===== config.mk =====
export PLATFORM = sky130hd
export DESIGN_NAME = ks_note_sequencer_flat
export DESIGN_NICKNAME = d
export VERILOG_FILES = /design/src/rtl/ks_pkg.sv /design/src/rtl/ks_note_sequencer_if.sv /design/src/rtl/ks_pattern_mem.sv /design/src/rtl/ks_note_sequencer.sv /design/src/flat_wrapper.sv
export SDC_FILE = /design/constraint.sdc
export NUM_CORES = 1
export LEC_CHECK = 0
export BUFFER_PORTS_ARGS = -buffer_cell sky130_fd_sc_hd__buf_2
export CAP_MARGIN = 5
export CORE_MARGIN = 5
export CORE_UTILIZATION = 45
export CTS_CLUSTER_DIAMETER = 60
export DETAILED_ROUTE_END_ITERATION = 10
export GPL_ROUTABILITY_DRIVEN = 0
export GPL_TIMING_DRIVEN = 0
export SETUP_SLACK_MARGIN = 0.2
export SYNTH_ARGS = -nofsm -noshare
export SYNTH_HDL_FRONTEND = slang
export SYNTH_SLANG_ARGS = --single-unit

===== constraint.sdc =====
create_clock -name clk_i -period 4 [get_ports clk_i]
set_clock_uncertainty 0.1 [all_clocks]
set_input_delay 0.4 -clock clk_i [delete_from_list [all_inputs] [get_ports clk_i]]
set_output_delay 0.4 -clock clk_i [all_outputs]
set_load 0.01 [all_outputs]

===== src/rtl/ks_pkg.sv =====
// Shared types and default constants for the Karplus-Strong voice and its note sequencer.
package ks_pkg;

    localparam int KS_DATA_WIDTH = 8;
    localparam int KS_MAX_LENGTH = 32;

    typedef enum logic [1:0] {
        IDLE  = 2'd0,
        LOAD  = 2'd1,
        PLUCK = 2'd2,
        WAIT  = 2'd3
    } ks_state_e;

    // One pattern step as stored at the default voice width.
    typedef struct packed {
        logic                     rest;
        logic [KS_DATA_WIDTH-1:0] period;
    } ks_entry_t;

endpackage


===== src/rtl/ks_note_sequencer_if.sv =====
// Pattern-write bus from the register/control side into the note sequencer.
interface ks_note_sequencer_if #(
    parameter int STEPS      = 8,
    parameter int DATA_WIDTH = 8
);
    localparam int AW = $clog2(STEPS);

    // wr_en_i is the valid; the sequencer is always ready, so every clock with wr_en_i high commits one write.
    logic                  wr_en_i;
    logic [AW-1:0]         wr_addr_i;
    logic [DATA_WIDTH-1:0] wr_period_i;
    logic                  wr_rest_i;

    modport master (
        output wr_en_i,
        output wr_addr_i,
        output wr_period_i,
        output wr_rest_i
    );

    modport slave (
        input wr_en_i,
        input wr_addr_i,
        input wr_period_i,
        input wr_rest_i
    );

endinterface


===== src/rtl/ks_pattern_mem.sv =====
// STEPS-deep pattern register file: {rest, period} per step, synchronous write, combinational read.
module ks_pattern_mem #(
    parameter int STEPS      = 8,
    parameter int DATA_WIDTH = 8,
    parameter int MAX_LENGTH = 32
) (
    input  logic                       clk_i,
    input  logic                       rst_n,
    input  logic                       wr_en,
    input  logic [$clog2(STEPS)-1:0]   wr_addr,
    input  logic [DATA_WIDTH:0]        wr_data,
    input  logic [$clog2(STEPS)-1:0]   rd_addr,
    output logic [DATA_WIDTH:0]        rd_data
);

    // Every step comes out of reset as a rest at the longest legal period.
    localparam logic [DATA_WIDTH:0] RESET_ENTRY = {1'b1, DATA_WIDTH'(MAX_LENGTH)};

    logic [DATA_WIDTH:0] mem_q [STEPS];

    always_ff @(posedge clk_i or negedge rst_n) begin
        if (!rst_n) begin
            for (int i = 0; i < STEPS; i++) begin
                mem_q[i] <= RESET_ENTRY;
            end
        end else if (wr_en) begin
            mem_q[wr_addr] <= wr_data;
        end
    end

    assign rd_data = mem_q[rd_addr];

endmodule


===== src/rtl/ks_note_sequencer.sv =====
// Note sequencer: walks the note/rest pattern at a sample-tick tempo and drives period/pluck to the string voice.
module ks_note_sequencer
    import ks_pkg::*;
#(
    parameter int STEPS       = 8,
    parameter int DATA_WIDTH  = KS_DATA_WIDTH,
    parameter int MAX_LENGTH  = KS_MAX_LENGTH,
    parameter int TEMPO_WIDTH = 16,
    parameter int PLUCK_LEN   = 4
) (
    input  logic                       clk_i,
    input  logic                       rst_n,
    input  logic                       enable_i,
    input  logic                       sample_tick_i,
    input  logic [TEMPO_WIDTH-1:0]     tempo_i,
    input  logic [$clog2(STEPS)-1:0]   last_step_i,
    ks_note_sequencer_if.slave         wr,
    output logic [DATA_WIDTH-1:0]      period_o,
    output logic                       pluck_o,
    output logic [$clog2(STEPS)-1:0]   step_o,
    output logic                       wrap_o,
    output logic                       busy_o,
    output ks_state_e                  state_o
);

    localparam int AW = $clog2(STEPS);
    localparam int PW = $clog2(PLUCK_LEN);

    localparam logic [DATA_WIDTH-1:0]  MAX_PERIOD = DATA_WIDTH'(MAX_LENGTH);
    localparam logic [TEMPO_WIDTH-1:0] TEMPO_ONE  = TEMPO_WIDTH'(1);
    localparam logic [AW-1:0]          STEP_ONE   = AW'(1);
    localparam logic [PW-1:0]          PCNT_ONE   = PW'(1);
    localparam logic [PW-1:0]          PLUCK_LAST = PW'(PLUCK_LEN - 1);

    ks_state_e              state_q, state_d;
    logic [AW-1:0]          step_q, step_d;
    logic [TEMPO_WIDTH-1:0] tempo_q, tempo_d;
    logic [PW-1:0]          pcnt_q, pcnt_d;
    logic [DATA_WIDTH-1:0]  period_q, period_d;
    logic                   note_q, note_d;
    logic                   wrap_q, wrap_d;
    logic                   pluck_q;
    logic                   busy_q;

    logic [DATA_WIDTH:0]    rd_entry;
    logic                   rd_rest;
    logic [DATA_WIDTH-1:0]  rd_period;

    // The step is fetched as the FSM enters LOAD, so period_o is already
    // stable for the whole LOAD clock before pluck_o rises.
    ks_pattern_mem #(
        .STEPS      (STEPS),
        .DATA_WIDTH (DATA_WIDTH),
        .MAX_LENGTH (MAX_LENGTH)
    ) u_pattern_mem (
        .clk_i   (clk_i),
        .rst_n   (rst_n),
        .wr_en   (wr.wr_en_i),
        .wr_addr (wr.wr_addr_i),
        .wr_data ({wr.wr_rest_i, wr.wr_period_i}),
        .rd_addr (step_d),
        .rd_data (rd_entry)
    );

    assign rd_rest   = rd_entry[DATA_WIDTH];
    assign rd_period = rd_entry[DATA_WIDTH-1:0];

    // Sequencing: state, step index, tempo count and pluck length.
    always_comb begin
        state_d = state_q;
        step_d  = step_q;
        tempo_d = tempo_q;
        pcnt_d  = pcnt_q;
        wrap_d  = 1'b0;

        unique case (state_q)
            IDLE: begin
                if (enable_i) state_d = LOAD;
            end
            LOAD: begin
                tempo_d = (tempo_i == '0) ? TEMPO_ONE : tempo_i;
                if (note_q) begin
                    state_d = PLUCK;
                    pcnt_d  = PLUCK_LAST;
                end else begin
                    state_d = WAIT;
                end
            end
            PLUCK: begin
                if (sample_tick_i && (tempo_q != '0)) tempo_d = tempo_q - TEMPO_ONE;
                if (pcnt_q == '0) state_d = WAIT;
                else              pcnt_d  = pcnt_q - PCNT_ONE;
            end
            WAIT: begin
                if (tempo_q == '0) begin
                    state_d = LOAD;
                    // >= so that lowering last_step_i below the current step still wraps.
                    if (step_q >= last_step_i) begin
                        step_d = '0;
                        wrap_d = 1'b1;
                    end else begin
                        step_d = step_q + STEP_ONE;
                    end
                end else if (sample_tick_i) begin
                    tempo_d = tempo_q - TEMPO_ONE;
                end
            end
            default: state_d = IDLE;
        endcase

        if (!enable_i) begin
            state_d = IDLE;
            step_d  = '0;
            wrap_d  = 1'b0;
            tempo_d = '0;
            pcnt_d  = '0;
        end
    end

    // Step fetch: rests and zero periods leave period_o untouched.
    always_comb begin
        period_d = period_q;
        note_d   = note_q;
        if (state_d == LOAD) begin
            note_d = !rd_rest && (rd_period != '0);
            if (note_d) period_d = (rd_period > MAX_PERIOD) ? MAX_PERIOD : rd_period;
        end
    end

    always_ff @(posedge clk_i or negedge rst_n) begin
        if (!rst_n) begin
            state_q  <= IDLE;
            step_q   <= '0;
            tempo_q  <= '0;
            pcnt_q   <= '0;
            period_q <= MAX_PERIOD;
            note_q   <= 1'b0;
            wrap_q   <= 1'b0;
            pluck_q  <= 1'b0;
            busy_q   <= 1'b0;
        end else begin
            state_q  <= state_d;
            step_q   <= step_d;
            tempo_q  <= tempo_d;
            pcnt_q   <= pcnt_d;
            period_q <= period_d;
            note_q   <= note_d;
            wrap_q   <= wrap_d;
            pluck_q  <= (state_d == PLUCK);
            busy_q   <= (state_d != IDLE);
        end
    end

    assign period_o = period_q;
    assign pluck_o  = pluck_q;
    assign step_o   = step_q;
    assign wrap_o   = wrap_q;
    assign busy_o   = busy_q;
    assign state_o  = state_q;

endmodule


===== src/flat_wrapper.sv =====
// flat-port wrapper written by rule: the top's interface ports become plain ports
module ks_note_sequencer_flat import ks_pkg::*;
#(
    parameter int STEPS       = 8,
    parameter int DATA_WIDTH  = KS_DATA_WIDTH,
    parameter int MAX_LENGTH  = KS_MAX_LENGTH,
    parameter int TEMPO_WIDTH = 16,
    parameter int PLUCK_LEN   = 4
)
  (clk_i, rst_n, enable_i, sample_tick_i, tempo_i, last_step_i, period_o, pluck_o, step_o, wrap_o, busy_o, state_o, wr_wr_en_i, wr_wr_addr_i, wr_wr_period_i, wr_wr_rest_i);
  ks_note_sequencer_if #(.STEPS(STEPS), .DATA_WIDTH(DATA_WIDTH)) wr_i ();
  input  logic clk_i;
  input  logic rst_n;
  input  logic enable_i;
  input  logic sample_tick_i;
  input  logic [TEMPO_WIDTH-1:0] tempo_i;
  input  logic [$clog2(STEPS)-1:0] last_step_i;
  output logic [DATA_WIDTH-1:0] period_o;
  output logic pluck_o;
  output logic [$clog2(STEPS)-1:0] step_o;
  output logic wrap_o;
  output logic busy_o;
  output ks_state_e state_o;
  input wire logic [$bits(wr_i.wr_en_i)-1:0] wr_wr_en_i;
  input wire logic [$bits(wr_i.wr_addr_i)-1:0] wr_wr_addr_i;
  input wire logic [$bits(wr_i.wr_period_i)-1:0] wr_wr_period_i;
  input wire logic [$bits(wr_i.wr_rest_i)-1:0] wr_wr_rest_i;
  assign wr_i.wr_en_i = wr_wr_en_i;
  assign wr_i.wr_addr_i = wr_wr_addr_i;
  assign wr_i.wr_period_i = wr_wr_period_i;
  assign wr_i.wr_rest_i = wr_wr_rest_i;
  ks_note_sequencer #(.STEPS(STEPS), .DATA_WIDTH(DATA_WIDTH), .MAX_LENGTH(MAX_LENGTH), .TEMPO_WIDTH(TEMPO_WIDTH), .PLUCK_LEN(PLUCK_LEN)) u_core (.clk_i(clk_i), .rst_n(rst_n), .enable_i(enable_i), .sample_tick_i(sample_tick_i), .tempo_i(tempo_i), .last_step_i(last_step_i), .wr(wr_i), .period_o(period_o), .pluck_o(pluck_o), .step_o(step_o), .wrap_o(wrap_o), .busy_o(busy_o), .state_o(state_o));
endmodule

==> results of run 1 <==
worst max-delay path: stages, from the launching register on:
cell,delay [ps]
dfrtp_1,550
ha_1,340
a21o_1,240
a2111oi_4,480
a31o_2,330
nor2_4,90
inv_2,230
mux2i_1,230
mux2i_1,160
and4_1,280
a21oi_2,270
o22ai_1,120
flip-flops by register name (all words and copies together), names as in the netlist:
name / cells
u_core.busy_o: 1
u_core.wrap_o: 1
u_core.u_pattern_mem.mem_q: 72
u_core.state_o: 2
u_core.note_q: 1
u_core.pluck_o: 1
u_core.pcnt_q: 2
u_core.period_o: 8
u_core.tempo_q: 16
u_core.step_o: 3
final cells by class:
class / instances / share of cell area (%)
repair buffers: 53 / 4.70
clock buffers: 10 / 3.49
multi-input cells: 351 / 43.5
plain buffers: 17 / 1.16
inverters: 22 / 1.30
well taps: 172 / 3.28
flip-flops and latches: 107 / 41.2
clock inverters: 6 / 1.34
power by group:
| group | switching, mW | internal (mW) | total [mW] |
|---|---|---|---|
| Sequential | 0.231 | 1.39 | 1.62 |
| Clock | 0.397 | 0.550 | 0.947 |
| Combinational | 0.560 | 0.503 | 1.06 |
| Total | 1.19 | 2.44 | 3.63 |
final timing paths:
kind,startpoint,endpoint,slack (ps)
setup reg to reg,u_core.step_o[2],u_core.period_o[4],430
min in group asynchronous,rst_n,u_core.tempo_q[5],510
setup / recovery,u_core.step_o[2],u_core.period_o[4],430
hold / removal,tempo_i[3],u_core.tempo_q[3],260
max in group asynchronous,rst_n,u_core.u_pattern_mem.mem_q[8],2510
hold reg to reg,u_core.period_o[5],u_core.period_o[5],380
synthesized netlist by cell type (4+ instances only):
| master | number |
|---|---|
| dfstp_2 | 17 |
| a31oi_1 | 4 |
| a22oi_1 | 4 |
| inv_1 | 19 |
| nand3_1 | 9 |
| nand2b_1 | 9 |
| dfrtp_1 | 90 |
| nor4_1 | 6 |
| o22ai_1 | 7 |
| mux2i_1 | 30 |
| nor3_1 | 15 |
| ha_1 | 11 |
| o211ai_1 | 5 |
| a21oi_1 | 19 |
| clkbuf_1 | 14 |
| nand2_1 | 24 |
| nor2b_1 | 5 |
| and3_1 | 5 |
| mux2_2 | 73 |
| nand4_1 | 4 |
| nor2_1 | 25 |
| o21ai_0 | 37 |
| and4_1 | 4 |
logic make-up after synthesis:
group	Yosys count
and+or+nand+nor	129
DFF	107
muxes	105
AOI/OAI and AO/OA	103
buffers and inverters	39
adders and majority gates	11
xor gates and xnor gates	3
stage by stage:
stage	TNS, ps	instance area [µm²]
floorplan	0	5650
finish	0	6550
CTS	0	6480
detailed placement	-1150	6140
global placement	-930	6100
global route	0	6550
metal layers:
metal	global-route usage [%]	wire (µm)	vias to the layer above
li1	-	-	1965
met1	25.0	6120	2059
met2	30.0	6410	80
met3	3.06	464	18
met4	5.95	208	0
met5	0	0	-
timing repair:
action | CTS | global route
hold endpoints to repair | 8 | 0
hold buffers | 1 | 0
buffers inserted | 1 | 4
resized for setup | 1 | 7
endpoints found under the setup margin | 9 | 9
pin swaps | 0 | 2
==> impl_metrics.csv, run 1 <==
group,metric,value,unit
route,drc,0,
global_routing,grt_max_degree,62,
worst_hold_path,worstHoldPathType,"in -> reg",
job,max-cap-violations,0,
route,dr.pass1.iters,4,
route,ant_nets,0,
place,dpl.cell_count,716,
final_layout,filler_cell_count,1149,
sta,setup_violations,0,
power,power_density,554,nW/µm²
sta,fin_crit,3570,ps
worst_setup_path,worst-r2r-cell-count,11,
logic_synthesis,ys_warn_count,0,
route,vias,4122,
status,status,"complete, no violations",
clock_network,cts_buffers,9,
final_layout,drive_gt1_share,33.2,%
final_layout,final_common_cell,"dfrtp_1",
final_layout,final_core_util,52.6,%
floorplan,die_y,122,µm
sta,setup_ws,427,ps
final_layout,fin_nets,608,
sta,fin_crit_sh,89.3,%
logic_synthesis,synth_xor_area_share,0.465,%
logic_synthesis,syn_inst,497,
logic_synthesis,synth_top_area_cell,"dfrtp_1",
clock_network,htreeDepth,3,
worst_setup_path,cp.arrival,3680,ps
logic_synthesis,synthMuxAreaShare,20.7,%
logic_synthesis,synthTopCellsByArea,"dfrtp_1 (40%), mux2_2 (15%), dfstp_2 (7.9%)",
logic_synthesis,synth_top_family_by_area,"multiplexers",
logic_synthesis,syn-cell-area,5650,µm²
floorplan,num_rows,41,
worst_setup_path,startpoint_type,"flop",
clock_network,cts_tree,"done",
worst_hold_path,min_path_cells,3,
place,pre_cts_ws,-197,ps
logic_synthesis,synth_edf_count,0,
sta,tightest_slew,983,ps
sta,hold_ws,256,ps
logic_synthesis,ys_seq_elements,107,
floorplan,start_util,45.3,%
floorplan,die-area,14900,µm²
worst_setup_path,critPathRequiredTime,4110,ps
global_routing,track_usage,18.3,%
logic_synthesis,synthAdderAreaFrac,2.43,%
logic_synthesis,syn_avg_cell_area,11.4,µm²
route,wl_per_cell,17.9,µm
sta,max_freq,0.280,GHz
worst_setup_path,endpoint_kind,"flop",
power,p_leak,2.93,nW
clock_network,cts_sinks,107,
clock_network,clk_latency,350,ps
global_routing,global_route.overflow_total,0,
global_routing,grt_pass1_vias,4121,
clock_network,clk_pin_slew_worst_paths,70,ps
place,hpwl,9280,µm
route,first_iter_violations,309,
final_layout,area_delta_synth_final,15.9,%
logic_synthesis,synth_nets,544,
final_layout,instances_no_fill,738,
floorplan,ios,52,
floorplan,coreArea,12500,µm²
final_layout,final_cell_mix,"dfrtp_1 (90), mux2_2 (73), buf_2 (46), o21ai_0 (37), mux2i_1 (28)",
clock_network,clockRootBuffer,"clkbuf_16",
logic_synthesis,synth_top_cell_area_share,39.8,%
clock_network,clockBufferDepth,2,
sta,rsz0062_at_grt,"false",
floorplan,die_w,122,µm
logic_synthesis,yosys.area_share.simple,13.4,%
logic_synthesis,async_reset_ff_share,100,%
place,numPortBuffers,46,
logic_synthesis,ys.flop_type,"dfrtp_1",
worst_setup_path,critPathKind,"reg -> reg",
sta,max_slew_margin,34.1,%
global_routing,grt_pass1_wl,21300,µm
logic_synthesis,synth-compound-area-share,12.5,%
route,wl,13200,µm
global_routing,antenna_found_initial,0,
sta,hold_viol_final,0,
final_layout,antennaDiodeCount,0,
power,ir_drop,0.291,mV
route,routed_via_density,5.59,
worst_setup_path,path_max_fanout,9,
power,total_power,3.63,mW
logic_synthesis,ys_seq_area_share,47.7,%
logic_synthesis,ys_types,61,
sta,final-max-slew-violation-count,0,
final_layout,regArea,2700,µm²
final_layout,multiInputGateArea,2850,µm²
No activity file was read; power rests on OpenSTA's default activity.
==> run 2, diff against run 1 <==
--- a/config.mk
+++ b/config.mk
@@ -13,6 +13,7 @@
 export DETAILED_ROUTE_END_ITERATION = 10
 export GPL_ROUTABILITY_DRIVEN = 0
 export GPL_TIMING_DRIVEN = 0
+export PLACE_DENSITY = 0.66
 export SETUP_SLACK_MARGIN = 0.2
 export SYNTH_ARGS = -nofsm -noshare
 export SYNTH_HDL_FRONTEND = slang
==> constraint.sdc (replaced) <==
create_clock -name clk_i -period 3.05 [get_ports clk_i]
set_clock_uncertainty 0.1 [all_clocks]
set_input_delay 0.305 -clock clk_i [delete_from_list [all_inputs] [get_ports clk_i]]
set_output_delay 0.305 -clock clk_i [all_outputs]
set_load 0.01 [all_outputs]
==> run 2 against run 1 <==
Compared with the run above: the run now ends with negative setup slack left; via count grew 5.1%; sequential power grew 31%; hold slack lost 76 ps; clock power grew 26%; register-to-register slack lost 580 ps; worst setup slack lost 580 ps; utilization grew 4.0 points; sequential cell count is the same; power grew 37%; largest power group unchanged.
==> impl_metrics.csv, run 2 (same netlist as run 1, synthesis figures left out) <==
group,metric,value,unit
worst_hold_path,hp-start,"wr_wr_period_i[4]",
sta,max_freq,0.312,GHz
final_layout,drive_gt1_share,41.2,%
route,drc,0,
global_routing,antenna_found_initial,1,
sta,max_slew_margin,38.6,%
place,dpl.cell_count,716,
worst_hold_path,worstHoldPathType,"in -> reg",
status,violations,"negative setup slack",
route,vias,4334,
final_layout,fin_nets,647,
floorplan,coreArea,12500,µm²
worst_setup_path,critPathLaunch,"u_core.tempo_q[0]",
floorplan,die_w,122,µm
route,wl_per_cell,17.8,µm
place,hpwl,9180,µm
global_routing,grt_pass1_wl,22500,µm
route,first_iter_violations,223,
final_layout,final_cell_mix,"dfrtp_1 (87), mux2_2 (73), buf_2 (46), buf_4 (40), o21ai_0 (37)",
final_layout,filler_cell_count,1088,
sta,rsz0062_at_grt,"true",
sta,fin_crit,3210,ps
worst_setup_path,r2r-start,"u_core.tempo_q[0]",
job,max-cap-violations,0,
clock_network,clk_pin_slew_worst_paths,70,ps
clock_network,clockRootBuffer,"clkbuf_16",
clock_network,clockBufferDepth,2,
sta,setup_violations,9,
final_layout,final_common_cell,"dfrtp_1",
route,dr.pass1.iters,4,
worst_setup_path,path_max_fanout,6,
worst_setup_path,critPathKind,"reg -> reg",
clock_network,cts_sinks,107,
clock_network,cts_buffers,9,
floorplan,die-area,14900,µm²
floorplan,start_util,45.3,%
global_routing,global_route.overflow_total,0,
worst_setup_path,critPathRequiredTime,3240,ps
sta,tightest_slew,916,ps
route,ant_nets,0,
final_layout,largest_register,"u_core.u_pattern_mem.mem_q",
clock_network,htreeDepth,3,
global_routing,grt_pass1_vias,4529,
final_layout,largest_reg_flops,72,
floorplan,ios,52,
status,status,"complete, but fails checks",
clock_network,cts_tree,"done",
power,ir_drop,0.354,mV
route,routed_via_density,5.57,
power,power_density,707,nW/µm²
power,p_leak,3.14,nW
floorplan,die_y,122,µm
worst_setup_path,startpoint_type,"flop",
global_routing,track_usage,19.3,%
worst_setup_path,rrSetupSlack,-160,ps
final_layout,area_delta_synth_final,24.7,%
sta,tns,-1230,ps
final_layout,regArea,2700,µm²
floorplan,num_rows,41,
clock_network,clk_latency,350,ps
route,wl,13800,µm
worst_setup_path,cp.arrival,3390,ps
final_layout,multiInputGateArea,2990,µm²
sta,setup_ws,-158,ps
sta,final-max-slew-violation-count,0,
final_layout,instances_no_fill,778,
sta,hold_viol_final,0,
global_routing,grt_max_degree,56,
sta,fin_crit_sh,105,%
worst_setup_path,endpoint_kind,"flop",
place,numPortBuffers,46,
## run 2: worst max-delay path, cell delays in order, from the launching register on
cell      delay (ps)
dfrtp_1          400
inv_2             90
ha_4             130
nor4b_4          270
and4_1           250
buf_6            140
mux2i_4          370
buf_6            170
mux4_2           500
a22oi_2          240
o21ai_4          110
a21oi_4          210
nand2b_4         160
## run 2: stage by stage
| stage | worst slack [ps] | hold WS [ps] | utilization, % | power [mW] | area [µm²] |
|---|---|---|---|---|---|
| 3_5_place_dp | -721 | 299 | 49.9 | 3.51 | 6210 |
| 5_1_grt | -331 | 176 | 56.5 | 5.29 | 7050 |
| 6_report | -158 | 180 | 56.5 | 4.98 | 7050 |
| 2_1_floorplan | -76.6 | -90.6 | - | 3.08 | 5730 |
| 3_3_place_gp | -666 | 377 | 49.5 | 3.43 | 6170 |
| 4_1_cts | -121 | 156 | 55.6 | 4.92 | 6940 |
## run 2: area by class of cell
| class | count | share of cell area [%] |
|---|---|---|
| Clock inverter | 7 | 1.22 |
| Timing Repair Buffer | 92 | 9.23 |
| Inverter | 22 | 1.24 |
| Antenna cell | 1 | 0.0355 |
| Buffer | 17 | 1.26 |
| Sequential cell | 107 | 38.3 |
| Tap cell | 172 | 3.05 |
| Multi-Input combinational cell | 351 | 42.4 |
| Clock buffer | 9 | 3.20 |
## run 2: worst paths after layout
check | cells after the start | to
worst min register to register | 1 | u_core.period_o[7]
worst min-delay path | 2 | u_core.u_pattern_mem.mem_q[13]
min in group asynchronous | 2 | u_core.tempo_q[0]
max in group asynchronous | 3 | u_core.u_pattern_mem.mem_q[17]
worst max register to register | 12 | u_core.note_q
worst max-delay path | 12 | u_core.note_q
## run 2: layer usage
layer  share of wire (%)  up-vias  track usage (%)
li1                    -     2034                -
met1                  43     2190             23.8
met2                  52       90             33.6
met3                 4.0       18             4.13
met4                 1.5        2             6.23
met5               0.094        -                0
## run 2: power breakdown
group          leakage, nW  internal, mW  switching (mW)  total, mW
clock                0.151         0.593           0.595       1.19
sequential            1.30          1.82           0.300       2.12
combinational         1.69         0.832           0.840       1.67
## run 2: what timing repair did
action                                 4_1_cts  5_1_grt
setup endpoints to repair                    9        9
gates cloned                                 0        1
gates resized for setup                     25        4
pin swaps                                   12        8
setup buffers                               35        8
endpoints found under the hold margin       48        0
hold buffers                                 1        0
